**src/rtl/adapter_pkg.sv**
```systemverilog
// Shared definitions for the bus adapters: word-length type and the
// beats-to-bits helper used by both the serializer and this receiver.
package adapter_pkg;

  localparam int SIZE_W = 16;

  typedef logic [SIZE_W-1:0] len_t;

  // Bit length of a word made of `beats` beats of `beat_w` bits each
  function automatic len_t beats_to_bits(input int unsigned beats, input int unsigned beat_w);
    return len_t'(beats * beat_w);
  endfunction

endpackage

```
**src/rtl/adapter_from_bus_if.sv**
```systemverilog
// Narrow-beat input side and packed-word output side of the receive adapter.
// The slave modport is the adapter's view; master is whoever surrounds it.
interface adapter_from_bus_if #(
  parameter int WIDTH  = 128,
  parameter int OWIDTH = 32
) ();
  import adapter_pkg::*;

  logic              clear_ena;
  logic              clear_rdy;
  logic              in_enq_ena;
  logic [OWIDTH-1:0] in_enq_v;
  logic              in_enq_last;
  logic              in_enq_rdy;
  logic              out_enq_ena;
  logic [WIDTH-1:0]  out_enq_v;
  len_t              out_enq_size;
  logic              out_enq_rdy;

  modport slave (
    input  clear_ena, in_enq_ena, in_enq_v, in_enq_last, out_enq_rdy,
    output clear_rdy, in_enq_rdy, out_enq_ena, out_enq_v, out_enq_size
  );

  modport master (
    output clear_ena, in_enq_ena, in_enq_v, in_enq_last, out_enq_rdy,
    input  clear_rdy, in_enq_rdy, out_enq_ena, out_enq_v, out_enq_size
  );

endinterface

```
**src/rtl/adapter_from_bus.sv**
```systemverilog
// Receive adapter: packs MSB-first narrow beats into one left-aligned word
// with its bit length. An accumulator collects beats while a hold register
// presents the previous word, so one beat per cycle is sustained.
module adapter_from_bus
  import adapter_pkg::*;
#(
  parameter int WIDTH  = 128,
  parameter int OWIDTH = 32
) (
  input logic               CLK,
  input logic               nRST,
  adapter_from_bus_if.slave bus
);

  localparam int NBEAT = WIDTH / OWIDTH;
  localparam int CNT_W = (NBEAT > 1) ? $clog2(NBEAT) : 1;
  localparam logic [CNT_W-1:0] LAST_CNT = CNT_W'(NBEAT - 1);

  logic [WIDTH-1:0] acc, acc_d, merged;
  logic [CNT_W-1:0] cnt, cnt_d;
  logic [WIDTH-1:0] hold_v, hold_v_d;
  len_t             hold_size, hold_size_d;
  logic             hold_valid, hold_valid_d;
  logic             accept, close, drain;

  assign bus.clear_rdy    = 1'b1;
  assign bus.in_enq_rdy   = !hold_valid || bus.out_enq_rdy;
  assign bus.out_enq_ena  = hold_valid;
  assign bus.out_enq_v    = hold_v;
  assign bus.out_enq_size = hold_size;

  assign accept = bus.in_enq_ena && bus.in_enq_rdy && !bus.clear_ena;
  assign close  = accept && (bus.in_enq_last || cnt == LAST_CNT);
  assign drain  = hold_valid && bus.out_enq_rdy;

  // Next-state decode for accumulator and hold; priority clear > close > drain
  always_comb begin
    merged = acc;
    for (int b = 0; b < NBEAT; b++) begin
      if (cnt == CNT_W'(b)) merged[WIDTH-1-b*OWIDTH -: OWIDTH] = bus.in_enq_v;
    end
    acc_d        = acc;
    cnt_d        = cnt;
    hold_v_d     = hold_v;
    hold_size_d  = hold_size;
    hold_valid_d = hold_valid;
    if (bus.clear_ena) begin
      acc_d        = '0;
      cnt_d        = '0;
      hold_valid_d = 1'b0;
    end else if (close) begin
      hold_v_d     = merged;
      hold_size_d  = beats_to_bits(32'(cnt) + 32'd1, OWIDTH);
      hold_valid_d = 1'b1;
      acc_d        = '0;
      cnt_d        = '0;
    end else begin
      if (accept) begin
        acc_d = merged;
        cnt_d = cnt + CNT_W'(1);
      end
      if (drain) hold_valid_d = 1'b0;
    end
  end

  // State registers with synchronous active-low reset
  always_ff @(posedge CLK) begin
    if (!nRST) begin
      acc        <= '0;
      cnt        <= '0;
      hold_v     <= '0;
      hold_size  <= '0;
      hold_valid <= 1'b0;
    end else begin
      acc        <= acc_d;
      cnt        <= cnt_d;
      hold_v     <= hold_v_d;
      hold_size  <= hold_size_d;
      hold_valid <= hold_valid_d;
    end
  end

endmodule

```
**src/flat_wrapper.sv**
```systemverilog
// flat-port wrapper written by rule: the top's interface ports become plain ports
module adapter_from_bus_flat import adapter_pkg::*;
#(
  parameter int WIDTH  = 128,
  parameter int OWIDTH = 32
)
  (CLK, nRST, bus_clear_ena, bus_in_enq_ena, bus_in_enq_v, bus_in_enq_last, bus_out_enq_rdy, bus_clear_rdy, bus_in_enq_rdy, bus_out_enq_ena, bus_out_enq_v, bus_out_enq_size);
  adapter_from_bus_if #(.WIDTH(WIDTH), .OWIDTH(OWIDTH)) bus_i ();
  input logic CLK;
  input logic nRST;
  input wire logic [$bits(bus_i.clear_ena)-1:0] bus_clear_ena;
  input wire logic [$bits(bus_i.in_enq_ena)-1:0] bus_in_enq_ena;
  input wire logic [$bits(bus_i.in_enq_v)-1:0] bus_in_enq_v;
  input wire logic [$bits(bus_i.in_enq_last)-1:0] bus_in_enq_last;
  input wire logic [$bits(bus_i.out_enq_rdy)-1:0] bus_out_enq_rdy;
  output wire logic [$bits(bus_i.clear_rdy)-1:0] bus_clear_rdy;
  output wire logic [$bits(bus_i.in_enq_rdy)-1:0] bus_in_enq_rdy;
  output wire logic [$bits(bus_i.out_enq_ena)-1:0] bus_out_enq_ena;
  output wire logic [$bits(bus_i.out_enq_v)-1:0] bus_out_enq_v;
  output wire logic [$bits(bus_i.out_enq_size)-1:0] bus_out_enq_size;
  assign bus_i.clear_ena = bus_clear_ena;
  assign bus_i.in_enq_ena = bus_in_enq_ena;
  assign bus_i.in_enq_v = bus_in_enq_v;
  assign bus_i.in_enq_last = bus_in_enq_last;
  assign bus_i.out_enq_rdy = bus_out_enq_rdy;
  assign bus_clear_rdy = bus_i.clear_rdy;
  assign bus_in_enq_rdy = bus_i.in_enq_rdy;
  assign bus_out_enq_ena = bus_i.out_enq_ena;
  assign bus_out_enq_v = bus_i.out_enq_v;
  assign bus_out_enq_size = bus_i.out_enq_size;
  adapter_from_bus #(.WIDTH(WIDTH), .OWIDTH(OWIDTH)) u_core (.CLK(CLK), .nRST(nRST), .bus(bus_i));
endmodule
```
**config.mk**
```make
export PLATFORM = sky130hd
export DESIGN_NAME = adapter_from_bus_flat
export DESIGN_NICKNAME = d
export VERILOG_FILES = /design/src/rtl/adapter_pkg.sv /design/src/rtl/adapter_from_bus_if.sv /design/src/rtl/adapter_from_bus.sv /design/src/flat_wrapper.sv
export SDC_FILE = /design/constraint.sdc
export NUM_CORES = 1
export LEC_CHECK = 0
export BUFFER_PORTS_ARGS = -buffer_cell sky130_fd_sc_hd__buf_2
export CAP_MARGIN = 20
export CELL_PAD_IN_SITES_DETAIL_PLACEMENT = 0
export CELL_PAD_IN_SITES_GLOBAL_PLACEMENT = 1
export CORE_UTILIZATION = 45
export DETAILED_ROUTE_END_ITERATION = 8
export PLACE_DENSITY = 0.8
export SKIP_LAST_GASP = 1
export SYNTH_ARGS = -nofsm -noshare
export SYNTH_HDL_FRONTEND = slang
export SYNTH_SLANG_ARGS = --single-unit
```
**constraint.sdc**
```tcl
create_clock -name CLK -period 3.7 [get_ports CLK]
set_input_delay 0.37 -clock CLK [delete_from_list [all_inputs] [get_ports CLK]]
set_output_delay 0.37 -clock CLK [all_outputs]
set_load 0.01 [all_outputs]
```
==> summary.md, run 1 <==
| Metric | Value |
|---|---|
| Worst R2R Start | `u_core.cnt[1]` |
| WS Path Type | `register to output port` |
| Count of different cell masters after synthesis | `31` |
| Core area | `27000 um2` |
| VDD IR max | `0.303 mV` |
| CTS root buf | `clkbuf_16` |
| Cell taking the most area after synthesis | `dfxtp_1` |
| Status | `finished, final reports clean` |
| Multi-input gate area | `6550 um2` |
| FILL cells | `2501` |
| Inst Count DP | `1711` |
| Mean Syn Cell Area | `9.42 um2` |
| Final ANT Viol Nets | `0` |
| FF-to-FF setup slack | `1.20 ns` |
| Final setup viols | `0` |
| First-pass GRT wire length | `51700 um` |
| Port bufs | `170` |
| WL met3 | `1800 um` |
| DR vias | `10000` |
| PD cells | `442 nW/um2` |
| Share of post-route cells with drive strength above 1 | `0.255` |
| Clock buffer count from CTS | `28` |
| Setup bufs post-CTS | `0` |
| Die Ht | `168 um` |
| Post-synth EDFFs | `0` |
| # resized after CTS | `0` |
| Pin count of the biggest net entering global routing | `103` |
| Wire length on met1 | `15400 um` |
| Sequential cell area | `5250 um2` |
| Starting Density | `0.459` |
| CP endpoint kind | `output port` |
| GRT overflow | `0` |
| Worst reg2reg path depth | `6` |
| Critical hold path startpoint | `nRST` |
| # IOs | `185` |
| Final nets | `1442` |
| CP max FO | `40` |
| Met2 routed WL | `14200 um` |
| Hold Path End | `u_core.bus.out_enq_v[91]` |
| Std-Cell Rows | `60` |
| Drt pass-1 iters | `5` |
| Gate count of the mapped netlist | `1318` |
| Vias in the first global route | `9684` |
| Maxcap violations | `0` |
| Area growth, synth to finish | `15.2%` |
| Sequential area share after synthesis | `0.423` |
| Period utilization | `0.684` |
| RSZ-0062 raised after global routing | `false` |
| Starting DRC count in detailed routing | `835` |
| Synth Flop Type | `dfxtp_1` |
| Top cell type's share of synthesized area | `0.423` |
| Synth area leaders | `dfxtp_1 (42%), o211ai_1 (11%), mux2_2 (11%)` |
| Wirelength, routed | `32000 um` |
| Synth Cell Area | `12400 um2` |
| Slew Limit Fails | `0` |
| Clock Skew | `0.00998 ns` |
| Worst reg2reg path endpoint | `u_core.acc[7]` |
| H-Tree Depth | `1` |
| Post-layout minimum cycle time | `2.53 ns` |
| Chip width | `168 um` |
| RD Place Congestion | `0.745` |
| Die ar. | `28300 um2` |
| Maximum root-to-sink buffer count | `3` |
| DRC errors left | `0` |
| Top-count cell post-synth | `nand2_1` |
| Min Hold Slack | `0.134 ns` |
| Initial antenna violation count | `0` |
| DR vias/cell | `5.68` |
| Post-synth top cells | `nand2_1 (267), dfxtp_1 (262), o211ai_1 (189), mux2i_1 (130), mux2_2 (116)` |
| ANT cells | `0` |
| CTS Hold Bufs | `0` |
| LEAKAGE | `6.19 nW` |
| Arr. time, crit path | `2.16 ns` |
| Final hold violations | `0` |
| Total negative setup slack | `0 ns` |
| Worst Tran Pin Value | `1.08 ns` |
| Highest Clock Rate | `395 MHz` |
| Synth async-reset ratio | `0` |
| Startpoint types | `register` |
| Min-Delay Path Depth | `3` |
| Hold WC Path Type | `input port to register` |
| Uppermost routed layer | `met4` |
| Clock slew at reported path FFs | `0.06 ns` |
| Worst skew pair latency | `0.54 ns` |
| GR Util All Layers | `0.221` |
| Clock sinks | `262` |
| Finished Layout Cells | `1763` |
| Yosys Warn Count | `0` |
| CTS tree | `built` |
| DP HPWL | `18300 um` |
| #FFs+latches synth | `262` |
| Wire per inst | `18.1 um` |
| WP data required | `3.33 ns` |
| Worst slew margin | `0.279` |
-- report_power, final --
group / internal (W) / switching, W
Clock: 0.00194 / 0.00115
Sequential: 0.00284 / 0.0000123
Combinational: 0.000122 / 0.000260
-- cells by family (layout without fill, tap and decap cells) --
group / Yosys count / after routing / synth area share
mux: 258 / 258 / 0.221
simple gates: 443 / 443 / 0.176
other cells: 2 / 14 / 0.000605
flops: 262 / 262 / 0.423
compound gates: 196 / 196 / 0.118
buf+inv: 153 / 245 / 0.0580
fa+ha+maj: 4 / 4 / 0.00403
-- area by class of cell --
cell class              instances  area share
inverters                       4     0.00114
multi-input cells             915       0.458
well taps                     341      0.0298
clock buffers                  45      0.0606
flip-flops and latches        262       0.367
repair buffers                189      0.0727
clock inverters                 7      0.0112
-- critical path: stages, from the launching register on --
cell	delay (ns)
dfxtp_1	0.34
nor2b_4	0.46
inv_2	0.51
buf_2	0.30
-- per-stage QoR --
step,setup WS [ns],total power [W],util,instance area [um2]
6_report,1.17,0.00632,0.529,14300
5_1_grt,1.03,0.00653,0.529,14300
4_1_cts,1.17,0.00639,0.529,14300
3_5_place_dp,1.19,0.00329,0.491,13300
3_3_place_gp,1.24,0.00330,0.491,13300
2_1_floorplan,1.89,0.00318,-,12500
-- cells in the final DEF, fill, tap and decap left out, types with 5 or more instances in the layout --
master	instances
mux2_1	12
nand3_1	33
conb_1	14
buf_4	16
clkbuf_1	8
mux2_2	116
dfxtp_1	262
mux2i_1	130
nand3b_1	96
buf_2	169
clkbuf_8	9
and3_1	33
o211ai_1	189
nand2_1	264
bufinv_16	5
clkbuf_16	29
-- worst max-delay path by stage --
stage                     cells past startpoint                   start  slack, ns              end
after global placement                        5           bus_clear_ena       1.24   u_core.acc[79]
after floorplan                               7           u_core.cnt[0]       1.89  u_core.acc[100]
after detailed placement                      5           bus_clear_ena       1.19   u_core.acc[93]
after CTS                                     3  u_core.bus.out_enq_ena       1.17   bus_in_enq_rdy
after global routing                          5           u_core.cnt[0]       1.03   u_core.acc[88]
final                                         3  u_core.bus.out_enq_ena       1.17   bus_in_enq_rdy
-- state kept, by name, summed over array words and instances (netlist names) --
signal,flops
u_core.acc,128
u_core.bus.out_enq_v,128
u_core.bus.out_enq_size,3
u_core.cnt,2
u_core.bus.out_enq_ena,1
-- routing by layer --
layer,global-route usage,up-vias
met2,0.353,302
met3,0.0336,49
li1,-,4852
met5,0,-
met4,0.0565,0
met1,0.310,4815
No activity file was read; power rests on OpenSTA's default activity.
==> run 2, diff against run 1 <==
- ABC_AREA: default -> 1
- CORE_UTILIZATION: 45 -> 40
- PLACE_DENSITY: 0.8 -> 0.79
- clock period: 3.7 -> 2.6 ns (I/O delays scaled with it)
==> run 2 against run 1 <==
Net effect:
- clock skew is 0.0011 ns higher
- sequential share of layout area is 1.4 points lower
- clock power is 40% higher
- non-clock buffer count is 2 higher
- core utilization is 6.0 points lower
- hold slack worse by 0.078 ns
- critical endpoint is now u_core.acc[14]
==> summary.md, run 2 <==
| Metric | Value |
|---|---|
| RD Place Congestion | `0.789 (+5.9%)` |
| Vias in the first global route | `10800 (+11%)` |
| Synth Flop Type | `dfxtp_1` |
| #FFs+latches synth | `262 (unchanged)` |
| DR vias/cell | `4.54 (-20%)` |
| Worst reg2reg path depth | `7 (+1)` |
| Final setup viols | `0 (unchanged)` |
| GRT overflow | `0 (unchanged)` |
| Highest Clock Rate | `477 MHz` |
| Commonest non-fill, non-tap cells in the layout | `nand2_1 (907), inv_1 (429), dfxtp_1 (262), buf_2 (170), nor2_1 (133)` |
| Final cell utilization of the core | `0.469 (-0.0599)` |
| Post-synth top cells | `nand2_1 (908), inv_1 (429), dfxtp_1 (262), nor2_1 (133), a21oi_1 (131)` |
| Worst setup margin | `0.506 ns (-0.663 ns)` |
| RSZ-0062 raised after global routing | `false` |
| Top cell type's share of synthesized area | `0.404 (-0.0182)` |
| CP max FO | `130 (+230%)` |
| Cell taking the most area after synthesis | `dfxtp_1` |
| Die Ht | `182 um (+8.3%)` |
| Worst slew margin | `0.545 (+0.266)` |
| Share of post-route cells with drive strength above 1 | `0.107 (-0.148)` |
| Starting Density | `0.409 (-0.0503)` |
| Drt pass-1 iters | `5 (unchanged)` |
| Final hold violations | `0 (unchanged)` |
| LEAKAGE | `7.99 nW (+29%)` |
| Commonest non-fill, non-tap cell in the layout | `nand2_1` |
| Clock sinks | `262 (unchanged)` |
| DR vias | `12100 (+21%)` |
| Worst path most repeated cell | `nand2_4` |
| Combinational share of power | `0.104 (+0.044)` |
| Period utilization | `0.806` |
| Yosys Warn Count | `0 (unchanged)` |
| DRC errors left | `0 (unchanged)` |
| CP endpoint kind | `register` |
| Cell internal pwr | `0.00708 W (+44%)` |
| Area growth, synth to finish | `14.7%` |
| Crit-path cells | `ha_1 > inv_4 > nand2_4 > nand3_4 > nand2_4 > buf_12 > a21oi_1` |
| Buf+Inv Stages, Crit Path | `2 (unchanged)` |
| Synth Cell Area | `13000 um2 (+4.5%)` |
| Core area | `31700 um2 (+17%)` |
| First-pass GRT wire length | `60000 um (+16%)` |
| WP data required | `3.00 ns (-0.33 ns)` |
| Post-synth EDFFs | `0 (unchanged)` |
| FILL cells | `3384 (+35%)` |
| Synth area leaders | `dfxtp_1 (40%), nand2_1 (26%), inv_1 (12%)` |
| Clock share of power | `0.456 (-0.032)` |
| Synth async-reset ratio | `0 (unchanged)` |
| Min-Delay Path Depth | `3 (unchanged)` |
| Post-layout minimum cycle time | `2.09 ns` |
| CTS root buf | `clkbuf_16` |
| Critical path depth in cells | `7 (+4)` |
| ANT cells | `0 (unchanged)` |
| Chip width | `182 um (+8.3%)` |
| Maximum root-to-sink buffer count | `3 (unchanged)` |
| Final nets | `2284 (+58%)` |
| Dpl ws | `0.582 ns (-0.604 ns)` |
| Worst Setup SP | `u_core.cnt[0]` |
| Worst skew pair latency | `0.56 ns (+0.02 ns)` |
| Overall Power | `0.00953 W (+51%)` |
| Largest delay share family, worst path | `simple AND/OR/NAND/NOR gates` |
| Gate count of the mapped netlist | `2147 (+63%)` |
| Std-Cell Rows | `65 (+8.3%)` |
| Clock slew at reported path FFs | `0.06 ns (about the same)` |
| Starting DRC count in detailed routing | `1135 (+36%)` |
| Pin count of the biggest net entering global routing | `132 (+28%)` |
| Maxcap violations | `0 (unchanged)` |
| Clock buffer count from CTS | `30 (+7.1%)` |
| Worst R2R Start | `u_core.cnt[0]` |
| Slew Limit Fails | `0 (unchanged)` |
| Hold WC Path Type | `input port to register` |
| Count of different cell masters after synthesis | `19 (-39%)` |
| Wire per inst | `14.2 um (-22%)` |
| GR Util All Layers | `0.230 (+0.00919)` |
| H-Tree Depth | `1 (unchanged)` |
| Sequential area share after synthesis | `0.404 (-0.0182)` |
| Status | `finished, final reports clean` |
| Arr. time, crit path | `2.49 ns (+0.33 ns)` |
| Clock Skew | `0.0111 ns (+0.00113 ns)` |
| VDD IR max | `0.517 mV (+70%)` |
| Initial antenna violation count | `0 (unchanged)` |
| Critical path's largest stage delay | `0.45 ns (-0.06 ns)` |
| # resized after CTS | `0 (unchanged)` |
| Sequential power share | `0.440 (-0.011)` |
| Die ar. | `33200 um2 (+17%)` |
| WS Path Type | `register to register` |
| Total negative setup slack | `0 ns (unchanged)` |
| Setup bufs post-CTS | `0 (unchanged)` |
| Startpoint types | `register` |
| Sw Share | `0.257 (+0.0320)` |
| Top-count cell post-synth | `nand2_1` |
| Critical hold path startpoint | `bus_clear_ena` |
| # IOs | `185 (unchanged)` |
| Port bufs | `170 (unchanged)` |
| Net Switching | `0.00245 W (+72%)` |
| Final ANT Viol Nets | `0 (unchanged)` |
| Wirelength, routed | `38000 um (+19%)` |
| DP HPWL | `23400 um (+28%)` |
| CTS Hold Bufs | `0 (unchanged)` |
| Slowest-stage cell, CP | `buf_12` |
| CTS tree | `built` |
| PD cells | `640 nW/um2 (+45%)` |
| Min Hold Slack | `0.0553 ns (-0.0784 ns)` |
| Mean Syn Cell Area | `6.04 um2 (-36%)` |
| Worst Tran Pin Value | `0.682 ns (-0.397 ns)` |
[run 2: changes by cell type after synthesis, moves of 14 or more]
cell and delta:
nand2_1 +641, inv_1 +426, o211ai_1 -189, nor2_1 +131, mux2i_1 -130, a21oi_1 +129, mux2_2 -116, nand3_1 +97
nand3b_1 -96, clkbuf_1 -46, buf_2 +42, and3_1 -33, buf_1 -14
[run 2: worst reg2reg max path: stages, from the launching register on]
cell and delay (ns):
dfxtp_1 0.40, ha_1 0.24, inv_4 0.05, nand2_4 0.26, nand3_4 0.19, nand2_4 0.10
buf_12 0.45, a21oi_1 0.24
[run 2: power by group through the flow]
| stage | sequential, W | clock [W] | combinational [W] |
|---|---|---|---|
| finish | 0.00419 | 0.00434 | 0.000992 |
| global route | 0.00420 | 0.00462 | 0.00112 |
| CTS | 0.00419 | 0.00445 | 0.00100 |
| detailed placement | 0.00428 | 0 | 0.000997 |
| global placement | 0.00428 | 0 | 0.000992 |
| floorplan | 0.00432 | 0 | 0.000626 |
[run 2: worst paths after layout]
kind	endpoint	slack (ns)
worst min register to register	u_core.acc[10]	0.46
worst min-delay path	u_core.bus.out_enq_ena	0.06
worst max register to register	u_core.acc[14]	0.51
worst max-delay path	u_core.acc[14]	0.51
[run 2: cell type report]
type	count	area (um2)	area share
Multi-Input combinational cell	1326	5390	0.362
Sequential cell	262	5250	0.352
Clock buffer	49	903	0.0607
Timing Repair Buffer	191	1110	0.0745
Inverter	431	1620	0.109
Clock inverter	7	110	0.00740
Tap cell	402	503	0.0338
[run 2: kinds of logic (layout without fill, tap and decap cells)]
family,count (synthesis),after routing,share of synthesized area
AOI/OAI and AO/OA,132,132,0.0511
DFF,262,262,0.404
buffers and inverters,571,678,0.185
adders and majority gates,4,4,0.00386
and+or+nand+nor,1176,1176,0.355
other,2,14,0.000579
[run 2: metal layers]
metal	GRT usage	share of wire
met5	0	0
met4	0.0571	0.020
met3	0.0301	0.055
met2	0.362	0.44
met1	0.331	0.49
[run 2: through the flow]
stage          cells  instance area (um2)
2_1_floorplan   2159                13000
3_3_place_gp    2612                13900
3_5_place_dp    2612                13900
4_1_cts         2668                14900
5_1_grt         2668                14900
6_report        2668                14900
